### src/rtl/debayer_line_sched_if.sv
// debayer_line_sched_if
// Bundles the scheduler's frame, line-buffer write and line-reader signals.
//   frame_start (in)  : one-cycle pulse, starts or restarts a frame
//   data_valid  (in)  : one line-buffer data word this cycle
//   rd_done     (in)  : one-cycle pulse, reader finished one line
//   wr_en/wr_addr/wr_sel (out) : line-buffer write strobe, address, buffer select
//   rd_start/rd_phase/rgb_valid (out) : reader start pulse, buffer rotation, reader enable
//   occupancy (out)   : lines written but not yet consumed (0..4)
//   frame_done (out)  : one-cycle pulse when a frame has fully drained
//   overflow (out)    : sticky, a line was dropped because all four buffers were full
//   fsm_state (out)   : debug view of the FSM, 0=IDLE 1=FILL 2=RUN 3=DRAIN
//
// Handshake rules: data_valid has no back-pressure, a word offered while the
// scheduler is not writing is simply not written. Reads are a request/complete
// pair: rd_start opens one read, the next rd_done closes it; at most one read is
// open at a time and an rd_done with no open read carries no meaning.
interface debayer_line_sched_if #(
  parameter int CNT_W = 10
);
  logic             frame_start;
  logic             data_valid;
  logic             rd_done;
  logic             wr_en;
  logic [CNT_W-1:0] wr_addr;
  logic [1:0]       wr_sel;
  logic             rd_start;
  logic [1:0]       rd_phase;
  logic             rgb_valid;
  logic [2:0]       occupancy;
  logic             frame_done;
  logic             overflow;
  logic [1:0]       fsm_state;

  modport slave (
    input  frame_start, data_valid, rd_done,
    output wr_en, wr_addr, wr_sel, rd_start, rd_phase, rgb_valid,
           occupancy, frame_done, overflow, fsm_state
  );

  modport master (
    output frame_start, data_valid, rd_done,
    input  wr_en, wr_addr, wr_sel, rd_start, rd_phase, rgb_valid,
           occupancy, frame_done, overflow, fsm_state
  );
endinterface

### src/rtl/debayer_line_sched.sv
// debayer_line_sched
// Schedules four rotating line buffers between the incoming pixel stream and
// the debayer line reader. Lines are written round-robin; reading starts once
// two lines are buffered and the frame is drained once all lines arrived.
// Ports:
//   clk : clock, rising edge
//   rst : synchronous, active-high reset
//   bus : debayer_line_sched_if.slave (see interface for signal list)
module debayer_line_sched #(
  parameter int LINE_LENGTH = 640,
  parameter int FRAME_LINES = 480,
  parameter int CNT_W       = $clog2(LINE_LENGTH)
) (
  input logic                  clk,
  input logic                  rst,
  debayer_line_sched_if.slave  bus
);

  localparam int LC_W = $clog2(FRAME_LINES + 1);
  localparam logic [CNT_W-1:0] ADDR_LAST  = CNT_W'(LINE_LENGTH - 1);
  localparam logic [LC_W-1:0]  LINES_LAST = LC_W'(FRAME_LINES);

  typedef enum logic [1:0] {
    S_IDLE  = 2'd0,
    S_FILL  = 2'd1,
    S_RUN   = 2'd2,
    S_DRAIN = 2'd3
  } state_e;

  state_e           state_q, state_d;
  logic [CNT_W-1:0] wr_addr_q, wr_addr_d;
  logic [1:0]       wr_sel_q, wr_sel_d;
  logic [2:0]       occ_q, occ_d;
  logic [LC_W-1:0]  line_cnt_q, line_cnt_d;
  logic [1:0]       rd_phase_q, rd_phase_d;
  logic             rd_start_q, rd_start_d;
  logic             busy_q, busy_d;
  logic             frame_done_q, frame_done_d;
  logic             overflow_q, overflow_d;

  logic writing, wr_en, line_end, line_keep, rd_busy, rd_accept;

  assign writing   = (state_q == S_FILL) || (state_q == S_RUN);
  assign wr_en     = writing && bus.data_valid;
  assign line_end  = wr_en && (wr_addr_q == ADDR_LAST);
  // A completed line is kept only if a buffer is free; otherwise it is dropped.
  assign line_keep = line_end && (occ_q != 3'd4);
  // The read is already open in the cycle rd_start is high.
  assign rd_busy   = busy_q || rd_start_q;
  assign rd_accept = bus.rd_done && rd_busy;

  always_comb begin
    state_d      = state_q;
    wr_addr_d    = wr_addr_q;
    wr_sel_d     = wr_sel_q;
    occ_d        = occ_q;
    line_cnt_d   = line_cnt_q;
    rd_phase_d   = rd_phase_q;
    busy_d       = busy_q;
    overflow_d   = overflow_q;
    rd_start_d   = 1'b0;
    frame_done_d = 1'b0;

    if (bus.frame_start) begin
      // Start or restart a frame; any open read is forgotten.
      state_d    = S_FILL;
      wr_addr_d  = '0;
      wr_sel_d   = 2'd0;
      occ_d      = 3'd0;
      line_cnt_d = '0;
      rd_phase_d = 2'd3;
      busy_d     = 1'b0;
    end else if (state_q != S_IDLE) begin
      if (wr_en) wr_addr_d = line_end ? '0 : wr_addr_q + CNT_W'(1);
      if (line_end) begin
        line_cnt_d = line_cnt_q + LC_W'(1);
        if (line_keep) wr_sel_d = wr_sel_q + 2'd1;
        else           overflow_d = 1'b1;
      end
      occ_d = occ_q + {2'b00, line_keep} - {2'b00, rd_accept};
      if (rd_accept) rd_phase_d = rd_phase_q + 2'd1;
      busy_d     = rd_busy && !rd_accept;
      rd_start_d = !rd_busy &&
                   (((state_q == S_RUN)   && (occ_q >= 3'd2)) ||
                    ((state_q == S_DRAIN) && (occ_q != 3'd0)));

      case (state_q)
        S_FILL: begin
          if (line_cnt_d == LINES_LAST) state_d = S_DRAIN;
          else if (occ_d == 3'd2)       state_d = S_RUN;
        end
        S_RUN: begin
          if (line_cnt_d == LINES_LAST) state_d = S_DRAIN;
        end
        S_DRAIN: begin
          if ((occ_q == 3'd0) && !rd_busy) begin
            state_d      = S_IDLE;
            frame_done_d = 1'b1;
          end
        end
        default: state_d = state_q;
      endcase
    end
  end

  always_ff @(posedge clk) begin
    if (rst) begin
      state_q      <= S_IDLE;
      wr_addr_q    <= '0;
      wr_sel_q     <= 2'd0;
      occ_q        <= 3'd0;
      line_cnt_q   <= '0;
      rd_phase_q   <= 2'd3;
      rd_start_q   <= 1'b0;
      busy_q       <= 1'b0;
      frame_done_q <= 1'b0;
      overflow_q   <= 1'b0;
    end else begin
      state_q      <= state_d;
      wr_addr_q    <= wr_addr_d;
      wr_sel_q     <= wr_sel_d;
      occ_q        <= occ_d;
      line_cnt_q   <= line_cnt_d;
      rd_phase_q   <= rd_phase_d;
      rd_start_q   <= rd_start_d;
      busy_q       <= busy_d;
      frame_done_q <= frame_done_d;
      overflow_q   <= overflow_d;
    end
  end

  assign bus.wr_en      = wr_en;
  assign bus.wr_addr    = wr_addr_q;
  assign bus.wr_sel     = wr_sel_q;
  assign bus.rd_start   = rd_start_q;
  assign bus.rd_phase   = rd_phase_q;
  assign bus.rgb_valid  = (state_q == S_RUN) || (state_q == S_DRAIN);
  assign bus.occupancy  = occ_q;
  assign bus.frame_done = frame_done_q;
  assign bus.overflow   = overflow_q;
  assign bus.fsm_state  = state_q;

endmodule

### src/flat_wrapper.sv
// flat-port wrapper written by rule: the top's interface ports become plain ports
module debayer_line_sched_flat 
#(
  parameter int LINE_LENGTH = 640,
  parameter int FRAME_LINES = 480,
  parameter int CNT_W       = $clog2(LINE_LENGTH)
)
  (clk, rst, bus_frame_start, bus_data_valid, bus_rd_done, bus_wr_en, bus_wr_addr, bus_wr_sel, bus_rd_start, bus_rd_phase, bus_rgb_valid, bus_occupancy, bus_frame_done, bus_overflow, bus_fsm_state);
  debayer_line_sched_if #(.CNT_W(CNT_W)) bus_i ();
  input logic clk;
  input logic rst;
  input wire logic [$bits(bus_i.frame_start)-1:0] bus_frame_start;
  input wire logic [$bits(bus_i.data_valid)-1:0] bus_data_valid;
  input wire logic [$bits(bus_i.rd_done)-1:0] bus_rd_done;
  output wire logic [$bits(bus_i.wr_en)-1:0] bus_wr_en;
  output wire logic [$bits(bus_i.wr_addr)-1:0] bus_wr_addr;
  output wire logic [$bits(bus_i.wr_sel)-1:0] bus_wr_sel;
  output wire logic [$bits(bus_i.rd_start)-1:0] bus_rd_start;
  output wire logic [$bits(bus_i.rd_phase)-1:0] bus_rd_phase;
  output wire logic [$bits(bus_i.rgb_valid)-1:0] bus_rgb_valid;
  output wire logic [$bits(bus_i.occupancy)-1:0] bus_occupancy;
  output wire logic [$bits(bus_i.frame_done)-1:0] bus_frame_done;
  output wire logic [$bits(bus_i.overflow)-1:0] bus_overflow;
  output wire logic [$bits(bus_i.fsm_state)-1:0] bus_fsm_state;
  assign bus_i.frame_start = bus_frame_start;
  assign bus_i.data_valid = bus_data_valid;
  assign bus_i.rd_done = bus_rd_done;
  assign bus_wr_en = bus_i.wr_en;
  assign bus_wr_addr = bus_i.wr_addr;
  assign bus_wr_sel = bus_i.wr_sel;
  assign bus_rd_start = bus_i.rd_start;
  assign bus_rd_phase = bus_i.rd_phase;
  assign bus_rgb_valid = bus_i.rgb_valid;
  assign bus_occupancy = bus_i.occupancy;
  assign bus_frame_done = bus_i.frame_done;
  assign bus_overflow = bus_i.overflow;
  assign bus_fsm_state = bus_i.fsm_state;
  debayer_line_sched #(.LINE_LENGTH(LINE_LENGTH), .FRAME_LINES(FRAME_LINES), .CNT_W(CNT_W)) u_core (.clk(clk), .rst(rst), .bus(bus_i));
endmodule
### config.mk
export PLATFORM = sky130hd
export DESIGN_NAME = debayer_line_sched_flat
export DESIGN_NICKNAME = d
export VERILOG_FILES = /design/src/rtl/debayer_line_sched_if.sv /design/src/rtl/debayer_line_sched.sv /design/src/flat_wrapper.sv
export SDC_FILE = /design/constraint.sdc
export NUM_CORES = 1
export LEC_CHECK = 0
export CORE_ASPECT_RATIO = 0.5
export CORE_UTILIZATION = 40
export DETAILED_ROUTE_END_ITERATION = 16
export GPL_TIMING_DRIVEN = 0
export SYNTH_ARGS = -nofsm -noshare
export SYNTH_HDL_FRONTEND = slang
export SYNTH_SLANG_ARGS = --single-unit
### constraint.sdc
create_clock -name clk -period 7.7 [get_ports clk]
set_clock_uncertainty 0.05 [all_clocks]
set_input_delay 2.31 -clock clk [delete_from_list [all_inputs] [get_ports clk]]
set_output_delay 2.31 -clock clk [all_outputs]
set_load 0.005 [all_outputs]
Yosys cells after proc, flatten, opt, wreduce, memory -nomap -nowiden
Index checks and enable logic that the tools add are counted.
{"block": "classes", "n_addsub": 6, "multipliers": 0, "n_div": 0, "order_cmp": 1, "eq_ne": 13, "shift": 0, "muxes": 12, "bitwise_logic": 4, "reduce_logical": 30}
{"op": "9-bit two-way mux", "n": 3}
{"op": "3-bit != test (second input constant)", "n": 4}
{"op": "10-bit by 1-bit adder with 10-bit output (second input constant)", "n": 1}
{"op": "10-bit == test (second input constant)", "n": 1}
{"op": "10-bit two-way mux", "n": 1}
{"op": "5-bit AND reduction", "n": 2}
{"op": "9-bit by 1-bit adder with 9-bit output (second input constant)", "n": 1}
{"op": "9-bit == test (second input constant)", "n": 1}
{"op": "1-bit logical AND", "n": 9}
{"op": "2-bit two-way mux", "n": 4}
{"op": "2-bit one-hot mux with 3 select lines", "n": 1}
{"op": "3-bit nonzero test", "n": 2}
{"op": "2-bit by 1-bit adder with 2-bit output (second input constant)", "n": 2}
{"op": "2-bit == test (second input constant)", "n": 2}
{"op": "1-bit logical OR", "n": 4}
{"op": "2-bit != test (second input constant)", "n": 2}
{"op": "4-bit != test (second input constant)", "n": 1}
{"op": "1-bit inverter", "n": 4}
{"op": "2-bit AND reduction", "n": 2}
{"op": "4-bit AND reduction", "n": 1}
{"op": "2-bit nonzero test", "n": 2}
{"op": "4-bit nonzero test", "n": 1}
{"op": "4-bit OR reduction", "n": 1}
{"op": "3-bit by 1-bit adder with 3-bit output", "n": 1}
{"op": "10 further kinds", "n": 13}
{"block": "totals", "ff_bits": 32, "latch_bits": 0, "ramBits": 0, "mem_bits_ro": 0, "inputBits": 5, "output_inout_bits": 24, "elab_cells": 77, "memories": 0}

Logic depth before layout (Yosys ltp)
{"block": "logic_depth", "depth_word": 13, "mapped_depth": 12, "ltp_nobuf": 12}

Worst setup path before layout
No wires, ideal clock.
{"block": "synth_timing", "path_kind": "in2out", "start": "in bus_data_valid", "end": "out bus_wr_en", "arrival_time_ns": 2.459, "required_ns": 5.340, "path_slack_ns": 2.881, "stages": 2, "n_path_buf": 0, "path_cell_list": "nand2_1 > inv_2"}
{"block": "synth_between", "elab_chain_len": 1}
{"item": "start, declared", "line_no": "flat_wrapper.sv:13", "text": "input wire logic [$bits(bus_i.data_valid)-1:0] bus_data_valid;"}
{"item": "1-bit logical AND", "line_no": "debayer_line_sched.sv:44", "text": "assign wr_en = writing && bus.data_valid;"}
{"item": "end, declared", "line_no": "flat_wrapper.sv:15", "text": "output wire logic [$bits(bus_i.wr_en)-1:0] bus_wr_en;"}
Every way passes these cells.

Worst setup path after layout
Same ends and word-level chain as after synthesis.

==> results.sh <==
export IMPL_outcome="complete, no violations"
export IMPL_ctsHtreeMaxLevel=2
export IMPL_ctsLongestPathBuffers=2
export IMPL_multi_input_area_um2=1110
export IMPL_seq_area_um2=641
export IMPL_wl_per_cell_um=14.0
export IMPL_ys_flop_type="dfxtp_1"
export IMPL_synth_cells=219
export IMPL_grt_pass1_vias=1586
export IMPL_antenna_left=0
export IMPL_finalHoldViolCount=0
export IMPL_cts_buffers=5
export IMPL_synthXorXnorAreaFrac_pct=9.07
export IMPL_overflow=0
export IMPL_first_iter_violations=88
export IMPL_swShare_pct=23.3
export IMPL_synth_fa_ha_area_share_pct=7.91
export IMPL_synth_area_mux_share_pct=1.64
export IMPL_route_detailed_drc=0
export IMPL_drt_total_wl_um=4320
export IMPL_cts_tree="built"
export IMPL_hold_slack_ns=0.432
export IMPL_tns_ns=0
export IMPL_synth_top_area_share_pct=34.9
export IMPL_path_clk_slew_ns=0.06
export IMPL_crit_path_max_fanout=3
export IMPL_grt_setup_unrepaired="false"
export IMPL_num_vias=1660
export IMPL_use_met3_pct=6.10
export IMPL_core_um2=4140
export IMPL_arrival_ns=3.59
export IMPL_power_w=0.000360
export IMPL_start_kind="input port"
export IMPL_ys_ff_latch=32
export IMPL_p_switching_w=0.0000839
export IMPL_io_pins=29
export IMPL_io_buffers=28
export IMPL_async_reset_ff_share_pct=0
export IMPL_timing_slew_headroom_pct=58.4
export IMPL_ys_types=48
export IMPL_power_frac_clock_pct=44.7
export IMPL_maxCapViolCount=0
export IMPL_seqPwrFrac_pct=46.8
export IMPL_cts_setup_buffers=0
export IMPL_diodes=0
export IMPL_antenna_found_initial=0
export IMPL_synth_top_family_by_area="simple AND/OR/NAND/NOR gates"
export IMPL_fillers=401
export IMPL_p_int_w=0.000276
export IMPL_routed_via_density=5.37
export IMPL_dieHeight_um=49.9
export IMPL_critPathKind="input port to primary output"
export IMPL_clk_insertion_delay_late_ns=0.29
export IMPL_post_synth_instance_area_um2=1840
export IMPL_mostFrequentLayoutCells="33 x nor2_1, 32 x dfxtp_1, 28 x clkdlybuf4s50_1, 19 x nand2_1, 12 x a21oi_1"
export IMPL_yosys_area_share_simple_pct=29.1
export IMPL_final_common_cell="nor2_1"
export IMPL_min_period_ns=5.95
export IMPL_p_per_area_nw_per_um2=157
export IMPL_syn_avg_cell_area_um2=8.38
export IMPL_die_w_um=97.8
export IMPL_nets=270
export IMPL_grt_usage_pct=20.0
export IMPL_post_place_ws_ns=1.75
export IMPL_slew_violations=0
export IMPL_fmaxAchievable_ghz=0.168
export IMPL_min_path_type="register to register"
export IMPL_synth_top_area_cell="dfxtp_1"
export IMPL_fin_ws_ns=1.75
export IMPL_ys_warn_count=0
export IMPL_cts_resized=0
export IMPL_syn_num_nets=235
export IMPL_grt_use_met1_pct=26.5
export IMPL_syn_to_final_growth_pct=24.8
export IMPL_grt_pass1_wl_um=7470
export IMPL_rows=16
export IMPL_worst_slew_pin_slew_ns=0.624
export IMPL_clk_root_buffer_cell="clkbuf_8"
export IMPL_cp_required_ns=5.34
export IMPL_drive_gt1_share_pct=9.02
export IMPL_synth_edf_count=0
export IMPL_p_comb_share_pct=8.5
export IMPL_ir_worst_vdd_v=0.0000760
export IMPL_use_met2_pct=30.3
export IMPL_cts_sinks=32
export IMPL_reg2reg_slack_ns=4.19
export IMPL_synth_compound_area_share_pct=12.5
export IMPL_fin_crit_sh_pct=77.2
export IMPL_setup_violations=0
export IMPL_synth_seq_area_share_pct=34.9
export IMPL_synth_area_leaders="dfxtp_1 35%, ha_1 6.8%, nor2_1 6.7%"
export IMPL_ctsHoldBuffers=0
export IMPL_p_leak_nw=0.853
export IMPL_firstDrtPassIters=4
export IMPL_gp_congestion=0.812
export IMPL_initial_utilization_pct=44.3
export IMPL_grt_start_max_net_pins=11
export IMPL_gr_max_usage_layer="met2"
export IMPL_dp_final_hpwl_um=3170
export IMPL_die_area_um2=4880
export IMPL_endpoint_kind="primary output"
[worst max-delay path: stages]
cell             delay, ns
clkdlybuf4s50_1       0.52
nand2_1               0.14
inv_2                 0.11
clkdlybuf4s50_1       0.50
[layout make-up]
cell class / count / share of cell area, %
clock buffer: 6 / 3.17
multi-input combinational: 166 / 48.3
tap: 54 / 2.95
buffer: 11 / 2.24
timing repair buffer: 28 / 12.2
inverter: 10 / 1.64
clock inverter: 2 / 1.53
sequential: 32 / 28.0
[flip-flops by register name (all words and copies together) (netlist names)]
register,flops
u_core.bus.wr_addr,10
u_core.bus.frame_done,1
u_core.bus.occupancy,3
u_core.bus.fsm_state,2
u_core.busy_q,1
u_core.bus.rd_start,1
u_core.bus.wr_sel,2
u_core.bus.overflow,1
u_core.bus.rd_phase,2
u_core.line_cnt_q,9
[metal layers]
| metal | part of all wire, % | vias up | wire, um |
|---|---|---|---|
| met5 | 0 | - | 0 |
| met4 | 1.3 | 0 | 57 |
| met3 | 6.0 | 6 | 257 |
| met2 | 42 | 44 | 1820 |
| met1 | 51 | 776 | 2180 |
| li1 | - | 834 | - |
[Yosys cell counts (all sizes together) (2+ instances only)]
master / instances
a211oi: 5
inv: 10
nor2: 33
ha: 10
buf: 6
and3: 4
dfxtp: 32
mux2i: 3
o21ai: 3
or3: 2
clkbuf: 5
nand4b: 4
nor3: 6
nand3: 11
a21oi: 12
a31oi: 2
nand4: 7
nor2b: 3
and2: 2
xor2: 9
xnor2: 10
and4: 3
nand2: 19
[power by group through the flow]
stage	clock [W]	sequential [W]	combinational, W
2_1_floorplan	0	0.000172	0.0000182
3_3_place_gp	0	0.000172	0.0000295
3_5_place_dp	0	0.000172	0.0000301
4_1_cts	0.000165	0.000168	0.0000302
5_1_grt	0.000174	0.000168	0.0000334
6_report	0.000161	0.000168	0.0000306
[through the flow]
step                      std cells  utilization (%)  cell area (um2)
after floorplan                 219                -             1840
after global placement          301             52.7             2180
after detailed placement        301             52.7             2180
after CTS                       309             55.3             2290
after global routing            309             55.3             2290
final                           309             55.3             2290
[final timing paths]
kind | start | to | cells after the start
setup / recovery | bus_data_valid | bus_wr_en | 4
hold / removal | u_core.bus.overflow | u_core.bus.overflow | 2
setup reg to reg | u_core.bus.wr_addr[0] | u_core.bus.fsm_state[0] | 12
hold reg to reg | u_core.bus.overflow | u_core.bus.overflow | 2
[kinds of logic (layout without fill, tap and decap cells)]
logic type	after synthesis	after routing
AND/OR/NAND/NOR	100	100
AO/OA/AOI/OAI	33	33
flip-flops	32	32
buffers and inverters	21	57
XOR/XNOR	19	19
adder cells (fa/ha/maj)	11	11
multiplexers	3	3
Note: power is estimated with default switching activity, not from simulation.
